==> src/rtl/trng_pkg.sv <==
// Shared TRNG types and defaults used by the entropy source, post-processing and consumers.
package trng_pkg;

    localparam int unsigned TRNG_BYTE_W          = 8;
    localparam int unsigned TRNG_RCT_LIMIT_DEF   = 16;
    localparam int unsigned TRNG_WARMUP_DEF      = 2;

    typedef logic [TRNG_BYTE_W-1:0] trng_byte_t;

endpackage

==> src/rtl/trng_fifo.sv <==
// First-word-fall-through synchronous FIFO with flush; push is accepted when full only alongside a pop.
module trng_fifo #(
    parameter int unsigned DEPTH = 4,
    parameter int unsigned WIDTH = 8
) (
    input  logic                           clk,
    input  logic                           n_reset,
    input  logic                           flush,
    input  logic                           push,
    input  logic [WIDTH-1:0]               wdata,
    input  logic                           pop,
    output logic [WIDTH-1:0]               rdata,
    output logic                           full,
    output logic                           empty,
    output logic [$clog2(DEPTH+1)-1:0]     level
);

    localparam int unsigned AW = $clog2(DEPTH);
    localparam int unsigned LW = $clog2(DEPTH+1);

    logic [WIDTH-1:0] r_mem [DEPTH];
    logic [AW-1:0]    r_wr_ptr;
    logic [AW-1:0]    r_rd_ptr;
    logic [LW-1:0]    r_level;
    logic             w_do_push;
    logic             w_do_pop;

    assign empty     = (r_level == '0);
    assign full      = (r_level == LW'(DEPTH));
    assign level     = r_level;
    assign rdata     = empty ? '0 : r_mem[r_rd_ptr];
    assign w_do_pop  = pop && !empty;
    assign w_do_push = push && (!full || w_do_pop);

    always_ff @(posedge clk) begin
        if (!n_reset || flush) begin
            r_wr_ptr <= '0;
            r_rd_ptr <= '0;
            r_level  <= '0;
        end else begin
            if (w_do_push) r_wr_ptr <= r_wr_ptr + AW'(1);
            if (w_do_pop)  r_rd_ptr <= r_rd_ptr + AW'(1);
            r_level <= r_level + LW'(w_do_push) - LW'(w_do_pop);
        end
    end

    // Storage carries no reset; the pointers define what is valid.
    always_ff @(posedge clk) begin
        if (w_do_push && !flush) r_mem[r_wr_ptr] <= wdata;
    end

endmodule

==> src/rtl/trng_postproc.sv <==
// Raw entropy post-processing: repetition-count health test, von Neumann debiasing,
// MSB-first byte packing with a warm-up discard window, and an output FIFO.
module trng_postproc
    import trng_pkg::*;
#(
    parameter int unsigned FIFO_DEPTH   = 4,
    parameter int unsigned RCT_LIMIT    = TRNG_RCT_LIMIT_DEF,
    parameter int unsigned WARMUP_BYTES = TRNG_WARMUP_DEF
) (
    input  logic                               clk,
    input  logic                               n_reset,
    input  logic                               raw_bit,
    input  logic                               raw_valid,
    input  logic                               clear_fail,
    output trng_byte_t                         out_data,
    output logic                               out_valid,
    input  logic                               out_ready,
    output logic                               health_fail,
    output logic                               overflow,
    output logic [$clog2(FIFO_DEPTH+1)-1:0]    fifo_level
);

    localparam int unsigned RCT_W  = 8;
    localparam int unsigned WARM_W = 4;
    localparam int unsigned CNT_W  = 3;

    logic [RCT_W-1:0]  r_rct_cnt;
    logic [RCT_W-1:0]  w_rct_next;
    logic              r_prev_bit;
    logic              w_fail_trip;
    logic              w_clear;
    logic              r_health_fail;
    logic              r_overflow;

    logic              r_phase;
    logic              r_pair_bit;
    logic              r_vn_valid;
    logic              r_vn_bit;

    trng_byte_t        r_pack;
    trng_byte_t        w_pack_next;
    logic [CNT_W-1:0]  r_pack_cnt;
    logic [WARM_W-1:0] r_warm;
    trng_byte_t        r_byte;
    logic              r_byte_valid;

    logic              w_full;
    logic              w_empty;
    logic              w_pop;
    logic              w_drop;

    // Run length of identical raw bits; a zero count means no reference bit yet.
    always_comb begin
        w_rct_next = r_rct_cnt;
        if (r_rct_cnt == '0 || raw_bit != r_prev_bit) begin
            w_rct_next = RCT_W'(1);
        end else if (r_rct_cnt != '1) begin
            w_rct_next = r_rct_cnt + RCT_W'(1);
        end
    end

    assign w_fail_trip = raw_valid && (w_rct_next == RCT_W'(RCT_LIMIT));
    assign w_clear     = clear_fail && !w_fail_trip;

    always_ff @(posedge clk) begin
        if (!n_reset) begin
            r_rct_cnt  <= '0;
            r_prev_bit <= 1'b0;
        end else begin
            if (raw_valid) r_prev_bit <= raw_bit;
            if (w_clear) begin
                r_rct_cnt <= '0;
            end else if (raw_valid) begin
                r_rct_cnt <= w_rct_next;
            end
        end
    end

    // Sticky status flags; a fail tripping alongside clear_fail takes precedence.
    always_ff @(posedge clk) begin
        if (!n_reset) begin
            r_health_fail <= 1'b0;
            r_overflow    <= 1'b0;
        end else begin
            if (w_fail_trip) begin
                r_health_fail <= 1'b1;
            end else if (clear_fail) begin
                r_health_fail <= 1'b0;
            end
            if (w_clear) begin
                r_overflow <= 1'b0;
            end else if (w_drop) begin
                r_overflow <= 1'b1;
            end
        end
    end

    // Debiaser pair state and vn stage; held cleared while the health test is failing.
    always_ff @(posedge clk) begin
        if (!n_reset || w_fail_trip || r_health_fail) begin
            r_phase    <= 1'b0;
            r_pair_bit <= 1'b0;
            r_vn_valid <= 1'b0;
            r_vn_bit   <= 1'b0;
        end else begin
            r_vn_valid <= 1'b0;
            if (raw_valid) begin
                r_phase <= !r_phase;
                if (!r_phase) begin
                    r_pair_bit <= raw_bit;
                end else if (raw_bit != r_pair_bit) begin
                    r_vn_valid <= 1'b1;
                    r_vn_bit   <= r_pair_bit;
                end
            end
        end
    end

    assign w_pack_next = {r_pack[TRNG_BYTE_W-2:0], r_vn_bit};

    // Packer, warm-up discard and byte stage.
    always_ff @(posedge clk) begin
        if (!n_reset) begin
            r_pack       <= '0;
            r_pack_cnt   <= '0;
            r_warm       <= WARM_W'(WARMUP_BYTES);
            r_byte       <= '0;
            r_byte_valid <= 1'b0;
        end else if (w_fail_trip) begin
            r_pack       <= '0;
            r_pack_cnt   <= '0;
            r_byte       <= '0;
            r_byte_valid <= 1'b0;
        end else begin
            r_byte_valid <= 1'b0;
            if (r_vn_valid) begin
                r_pack     <= w_pack_next;
                r_pack_cnt <= r_pack_cnt + CNT_W'(1);
                if (r_pack_cnt == CNT_W'(7)) begin
                    if (r_warm != '0) begin
                        r_warm <= r_warm - WARM_W'(1);
                    end else begin
                        r_byte       <= w_pack_next;
                        r_byte_valid <= 1'b1;
                    end
                end
            end
            if (w_clear) r_warm <= WARM_W'(WARMUP_BYTES);
        end
    end

    assign w_pop  = !w_empty && out_ready;
    assign w_drop = r_byte_valid && w_full && !w_pop && !w_fail_trip;

    trng_fifo #(
        .DEPTH (FIFO_DEPTH),
        .WIDTH (TRNG_BYTE_W)
    ) u_fifo (
        .clk     (clk),
        .n_reset (n_reset),
        .flush   (w_fail_trip),
        .push    (r_byte_valid),
        .wdata   (r_byte),
        .pop     (w_pop),
        .rdata   (out_data),
        .full    (w_full),
        .empty   (w_empty),
        .level   (fifo_level)
    );

    assign out_valid   = !w_empty;
    assign health_fail = r_health_fail;
    assign overflow    = r_overflow;

endmodule

==> config.mk <==
export PLATFORM = sky130hd
export DESIGN_NAME = trng_postproc
export DESIGN_NICKNAME = d
export VERILOG_FILES = /design/src/rtl/trng_pkg.sv /design/src/rtl/trng_fifo.sv /design/src/rtl/trng_postproc.sv
export SDC_FILE = /design/constraint.sdc
export NUM_CORES = 1
export LEC_CHECK = 0
export BUFFER_PORTS_ARGS = -buffer_cell sky130_fd_sc_hd__buf_2
export CAP_MARGIN = 40
export CORE_MARGIN = 2
export CORE_UTILIZATION = 35
export CTS_CLUSTER_SIZE = 28
export DETAILED_ROUTE_END_ITERATION = 10
export GPL_TIMING_DRIVEN = 1
export PLACE_DENSITY = 0.58
export SYNTH_ARGS = -nofsm -noshare
export SYNTH_HDL_FRONTEND = slang
export SYNTH_HIERARCHICAL = 1
export SYNTH_SLANG_ARGS = --single-unit
==> constraint.sdc <==
create_clock -name clk -period 3.29 [get_ports clk]
set_input_delay 0.4935 -clock clk [delete_from_list [all_inputs] [get_ports clk]]
set_output_delay 0.4935 -clock clk [all_outputs]
set_load 0.02 [all_outputs]
==> summary.txt, run 1 <==
Status
  • Status: complete, no violations

Pwr
  • Switching power: 0.000422 W
  • Flop pwr share: 56.0%
  • Final Power: 0.00182 W
  • Cell Int Power: 0.00140 W
  • Max VDD drop: 0.196 mV
  • Leak pwr: 1.38 nW
  • Clock power frac: 41.2%
  • Power Dens Cells: 441 nW/µm²
  • Comb pwr share: 2.8%
  • Sw Share: 23.2%

Setup path
  • WP data required: 3410 ps
  • WS Path Type: reg -> reg
  • CP max FO: 11
  • CP Launch Type: flip-flop
  • R2R depth: 7
  • Arrival time worst endpoint: 2740 ps
  • Critical Path End Type: flip-flop

CTS
  • CTS Buffer Depth: 2
  • Post-cts sizing count: 0
  • CTS buffer count: 9
  • H-tree levels: 3
  • Clock tree root driver cell: clkbuf_8
  • Num Clock Sinks: 79
  • Hold buffer count at cts: 0
  • CTS tree: built
  • Buffer count from post-CTS setup fixing: 0
  • Clock slew at reported path FFs: 90 ps
  • Clock latency on the worst-skew pair: 350 ps

Yosys
  • Unique cell type count in the Yosys netlist: 60
  • Post-synth EDFFs: 32
  • Ys Warns: 6
  • Ys async rst share: 0%
  • Post-Synth Adder-Cell Area: 3.92%
  • Post-synthesis instance total: 323
  • Synthesized cell area: 3710 µm²
  • Top_reg_cell synth: dfxtp_1
  • Synth Area in Simple Gates: 17.7%
  • Syn nets: 340
  • Syn_area_per_cell: 11.5 µm²
  • XOR/XNOR share of the synthesized area: 1.89%
  • Synth Area in Compound Gates: 10.1%
  • Mux cell area share after synthesis: 10.3%
  • Largest family of logic cells by synthesized area: simple AND/OR/NAND/NOR gates
  • Seq/Total Area, Yosys: 51.3%
  • Synthesis-stage register bit count: 79

Timing
  • Setup violators final: 0
  • Max Slew Vio Count: 0
  • Tcrit/Tclk final: 79.6%
  • Slew headroom: 55.7%
  • Final clock skew: 5.41 ps
  • Least-Margin Pin Slew: 660 ps
  • RSZ-0062 raised after global routing: false
  • Final number of hold-violating endpoints: 0
  • Setup TNS: 0 ps
  • Fin crit period: 2620 ps
  • Max Freq: 382 MHz

Place
  • Post-DP HPWL: 4.65 mm
  • Port buffer count: 19
  • GP Congestion: 0.869

Route
  • Iter 0 DRT Violations: 94
  • Final wirelength: 6.64 mm
  • Wire per inst: 13.7 µm
  • Vias: 2,461
  • DRC violations left: 0
  • Via density: 5.08
  • DRT Pass-1 Iters: 4
  • Final antenna-violating net count: 0

Global route
  • Vias in the first global route: 2,406
  • Antenna violations before repair: 0
  • Largest net degree at the start of global routing: 21
  • Tot GR Track Use: 12.8%
  • GRT overflow: 0
  • First-pass GRT wire length: 11.5 mm

Die
  • Placement Rows: 37
  • CORE AREA: 10,300 µm²
  • Chip height: 107 µm
  • Full die area: 11,400 µm²
  • # IOs: 20
  • Initial Util: 35.9%
  • Die width: 107 µm

Finish
  • Layout Area Growth over Synthesis: 11.1%
  • Core Util, Final: 39.9%
  • Nets: 360
  • Commonest non-fill, non-tap cell in the layout: dfxtp_1
  • Filler Cell Count: 990
  • Ant diodes: 0
  • Share of cells above drive strength 1: 20.7%
  • Most frequent cells in the layout: 47 x dfxtp_1, 32 x edfxtp_1, 29 x nor2_1

Worst hold path
  • Hold Path Depth: 2
  • Hold WC Path Type: reg -> reg

Run
  • Max-Cap Viols: 0
[routing by layer]
metal	share of wire, %	vias to the layer above	global-route usage [%]	routed length (µm)
met4	2.0	0	6.31	130
met3	3.1	11	2.25	205
met1	50	1175	17.5	3310
met2	45	40	19.4	3000
li1	-	1235	-	-
met5	0	-	0	0
[path summary, 6_finish.rpt]
kind | start | slack, ps | end
min | overflow | 450 | overflow
max reg2reg | r_rct_cnt[0] | 670 | u_fifo/r_mem[0][5]
max | r_rct_cnt[0] | 670 | u_fifo/r_mem[0][5]
min reg2reg | overflow | 450 | overflow
[critical path, cell delays in order, from the launching register on]
cell and delay [ps]:
dfxtp_1 360, ha_1 280, and2_1 230, a311oi_2 340, o211ai_2 270, nor3_2 570
nor3b_1 120, buf_4 210
[through the flow]
stage,cells,cell area (µm²),hold WS (ps),worst slack (ps)
floorplan,323,3710,459,597
global route,484,4120,485,342
detailed placement,468,3910,444,695
CTS,484,4120,458,673
global placement,468,3910,439,717
finish,484,4120,448,670
[registers in the layout (all words and copies together) (netlist names), named ones only]
name and cells:
r_vn_bit 1, r_vn_valid 1, r_warm 4, overflow 1, r_prev_bit 1, r_rct_cnt 8, u_fifo/r_wr_ptr 2, u_fifo/r_rd_ptr 2
r_pair_bit 1, r_byte_valid 1, u_fifo/level 3, r_byte 8, r_pack 7, r_pack_cnt 3, health_fail 1, u_fifo/r_mem 32
r_phase 1
[power by group through the flow]
stage           logic, W  clock network, W  registers [W]
3_5_place_dp   0.0000521                 0        0.00104
5_1_grt        0.0000577          0.000816        0.00102
6_report       0.0000517          0.000748        0.00102
2_1_floorplan  0.0000385                 0        0.00104
4_1_cts        0.0000523          0.000784        0.00102
3_3_place_gp   0.0000515                 0        0.00104
[synthesized netlist by cell type, drive strengths merged (5+ instances only)]
cell type | instances | area share [%]
a21oi | 9 | 1.2
nor2b | 12 | 2.0
nand3 | 9 | 1.2
edfxtp | 32 | 26
dfxtp | 47 | 25
buf | 14 | 2.9
nand4 | 6 | 1.2
ha | 10 | 3.4
or4 | 5 | 1.0
inv | 14 | 1.4
xnor2 | 6 | 1.4
a211oi | 6 | 1.9
nor3 | 10 | 1.5
nand2 | 16 | 1.7
mux4 | 8 | 4.9
nor3b | 7 | 1.6
nor2 | 30 | 3.1
mux2i | 20 | 5.4
o21ai | 10 | 1.4
[layout make-up]
cell class              instances  area, µm²  area share, %
clock inverters                 7       81.3           1.97
repair buffers                 27        155           3.77
inverters                      15       56.3           1.37
flip-flops and latches         79       1900           46.2
well taps                     136        170           4.13
clock buffers                   9        124           3.01
multi-input cells             211       1630           39.6
[cell families (layout without fill, tap and decap cells)]
group / count (synthesis) / count (layout)
compound gates: 48 / 48
xor+xnor: 8 / 8
fa+ha+maj: 11 / 11
buf+inv: 33 / 58
flops: 79 / 79
mux: 28 / 28
simple gates: 116 / 116
No activity file was read; power rests on OpenSTA's default activity.
==> run 2: changes to the inputs <==
--- a/config.mk
+++ b/config.mk
@@ -12,7 +12,7 @@
 export CTS_CLUSTER_SIZE = 28
 export DETAILED_ROUTE_END_ITERATION = 10
 export GPL_TIMING_DRIVEN = 1
-export PLACE_DENSITY = 0.58
+export PLACE_DENSITY = 0.59
 export SYNTH_ARGS = -nofsm -noshare
 export SYNTH_HDL_FRONTEND = slang
 export SYNTH_HIERARCHICAL = 1
==> constraint.sdc (replaced) <==
create_clock -name clk -period 2.3 [get_ports clk]
set_input_delay 0.345 -clock clk [delete_from_list [all_inputs] [get_ports clk]]
set_output_delay 0.345 -clock clk [all_outputs]
set_load 0.02 [all_outputs]
==> run 2 against run 1 <==
Total power up 43%. Via count up 2.8%. Worst setup slack worse by 630 ps. Critical path depth up 3.
==> summary.txt, run 2 (same netlist as run 1, synthesis figures left out) <==
CTS
  • Num Clock Sinks: 79 (unchanged)
  • Clock tree root driver cell: clkbuf_8
  • CTS buffer count: 9 (unchanged)
  • Clock slew at reported path FFs: 90 ps (about the same)
  • H-tree levels: 3 (unchanged)
  • Clock latency on the worst-skew pair: 340 ps (about the same)
  • Hold buffer count at cts: 0 (unchanged)
  • CTS tree: built
  • CTS Buffer Depth: 2 (unchanged)

Worst hold path
  • Hold WC Path Type: in -> reg

Global route
  • GRT overflow: 0 (unchanged)
  • Largest net degree at the start of global routing: 21 (unchanged)
  • First-pass GRT wire length: 11.7 mm (+1.1%)
  • Met3 usage: 3.16% (+0.91 points)
  • Grt met1 use: 16.9% (-0.67 points)
  • Met2 global-route usage: 20.6% (+1.1 points)
  • Antenna violations before repair: 0 (unchanged)
  • Vias in the first global route: 2,436 (+1.2%)
  • Tot GR Track Use: 12.9% (+0.10 points)
  • GRT Max-Usage Layer: met2

Setup path
  • CP max FO: 2 (-9)
  • Critical Path End Type: flip-flop
  • WS Path Type: reg -> reg
  • WP data required: 2520 ps (-890 ps)
  • Arrival time worst endpoint: 2490 ps (-250 ps)
  • CP Launch Type: flip-flop

Place
  • GP Congestion: 0.795 (-8.5%)
  • Placed instance count: 481 (+2.8%)
  • DP Worst Slack: -104 ps (-799 ps)
  • Post-DP HPWL: 4.97 mm (+6.8%)
  • Port buffer count: 19 (unchanged)

Die
  • Placement Rows: 37 (unchanged)
  • # IOs: 20 (unchanged)
  • Chip height: 107 µm (unchanged)
  • Die width: 107 µm (unchanged)
  • CORE AREA: 10,300 µm² (unchanged)
  • Initial Util: 35.9% (unchanged)
  • Full die area: 11,400 µm² (unchanged)

Finish
  • Most frequent cells in the layout: 41 x dfxtp_1, 32 x edfxtp_1, 29 x nor2_1
  • Nets: 375 (+4.2%)
  • Most flops, register: u_fifo/r_mem
  • Max reg flops: 32 (unchanged)
  • Filler Cell Count: 976 (-1.4%)
  • Fin cells: 499 (+3.1%)
  • Layout Area Growth over Synthesis: 16.6%
  • Commonest non-fill, non-tap cell in the layout: dfxtp_1
  • Share of cells above drive strength 1: 28.1% (+7.4 points)
  • Ant diodes: 0 (unchanged)
  • Top Registers: u_fifo/r_mem: 32 flops, r_byte: 8 flops, r_rct_cnt: 8 flops

Pwr
  • Max VDD drop: 0.272 mV (+39%)
  • Power Dens Cells: 603 nW/µm² (+37%)
  • Leak pwr: 1.48 nW (+6.8%)
  • Final Power: 0.00261 W (+43%)

Timing
  • Hold WS: 359 ps (-88.7 ps)
  • RSZ-0062 raised after global routing: true
  • Max Freq: 442 MHz (+16%)
  • Slew headroom: 63.6% (+7.9 points)
  • Final number of hold-violating endpoints: 0 (unchanged)
  • Final clock skew: 11.6 ps (+6.17 ps)
  • Max Slew Vio Count: 0 (unchanged)
  • Least-Margin Pin Slew: 539 ps (-121 ps)
  • Tcrit/Tclk final: 98.4% (+19 points)
  • Fin crit period: 2260 ps (-358 ps)
  • Final worst-path setup slack: 37.4 ps (-632 ps)
  • Setup violators final: 0 (unchanged)
  • Setup TNS: 0 ps (unchanged)

Route
  • Vias: 2,531 (+2.8%)
  • DRT Pass-1 Iters: 4 (unchanged)
  • Wire per inst: 14.0 µm (+1.8%)
  • DRC violations left: 0 (unchanged)
  • Final antenna-violating net count: 0 (unchanged)
  • Final wirelength: 6.97 mm (+5.0%)
  • Via density: 5.07 (-0.25%)
  • Iter 0 DRT Violations: 141 (+50%)

Status
  • Status: complete, no violations

Run
  • Max-Cap Viols: 0 (unchanged)
## run 2: final cells by class
class	instances	area [µm²]	share of cell area, %
clock inverter	7	86.3	2.00
clock buffer	9	124	2.87
multi-input combinational	211	1690	39.2
sequential	79	1910	44.2
tap	136	170	3.94
inverter	15	56.3	1.30
timing repair buffer	42	280	6.49
## run 2: critical path: stages (launching register included)
cell and delay, ps:
dfxtp_4 360, nor3_4 230, nor2b_4 60, or4b_4 530
nand3_2 80, nand2_2 60, ha_4 160, fa_2 350
xnor2_2 140, xnor2_1 130, nor2_1 50
## run 2: worst paths after layout
check,cells after the start,to,startpoint,slack (ps)
setup reg to reg,10,u_fifo/level[2],u_fifo/level[1],40
setup / recovery,10,u_fifo/level[2],u_fifo/level[1],40
hold reg to reg,2,overflow,overflow,450
hold / removal,3,r_prev_bit,raw_bit,360
## run 2: timing repair
item	CTS	global route
gates resized for setup	2	7
setup endpoints to repair	39	70
setup buffers	0	2
pin swaps	0	8
## run 2: layer usage
layer / up-vias / wire, µm
met5: - / 0
met4: 0 / 35
met3: 2 / 227
met2: 47 / 3400
met1: 1219 / 3310
li1: 1263 / -
## run 2: power breakdown
part	leakage (nW)	internal [W]	total, W	switching (W)
clock network	0.104	0.000526	0.00107	0.000544
logic	0.695	0.0000312	0.0000803	0.0000491
registers	0.679	0.00145	0.00146	0.00000660
total	1.48	0.00201	0.00261	0.000600
## run 2: metrics by stage
stage	instance area [µm²]	util (%)
2_1_floorplan	3740	-
3_3_place_gp	4060	39.3
3_5_place_dp	4060	39.3
4_1_cts	4280	41.5
5_1_grt	4320	41.9
6_report	4320	41.9
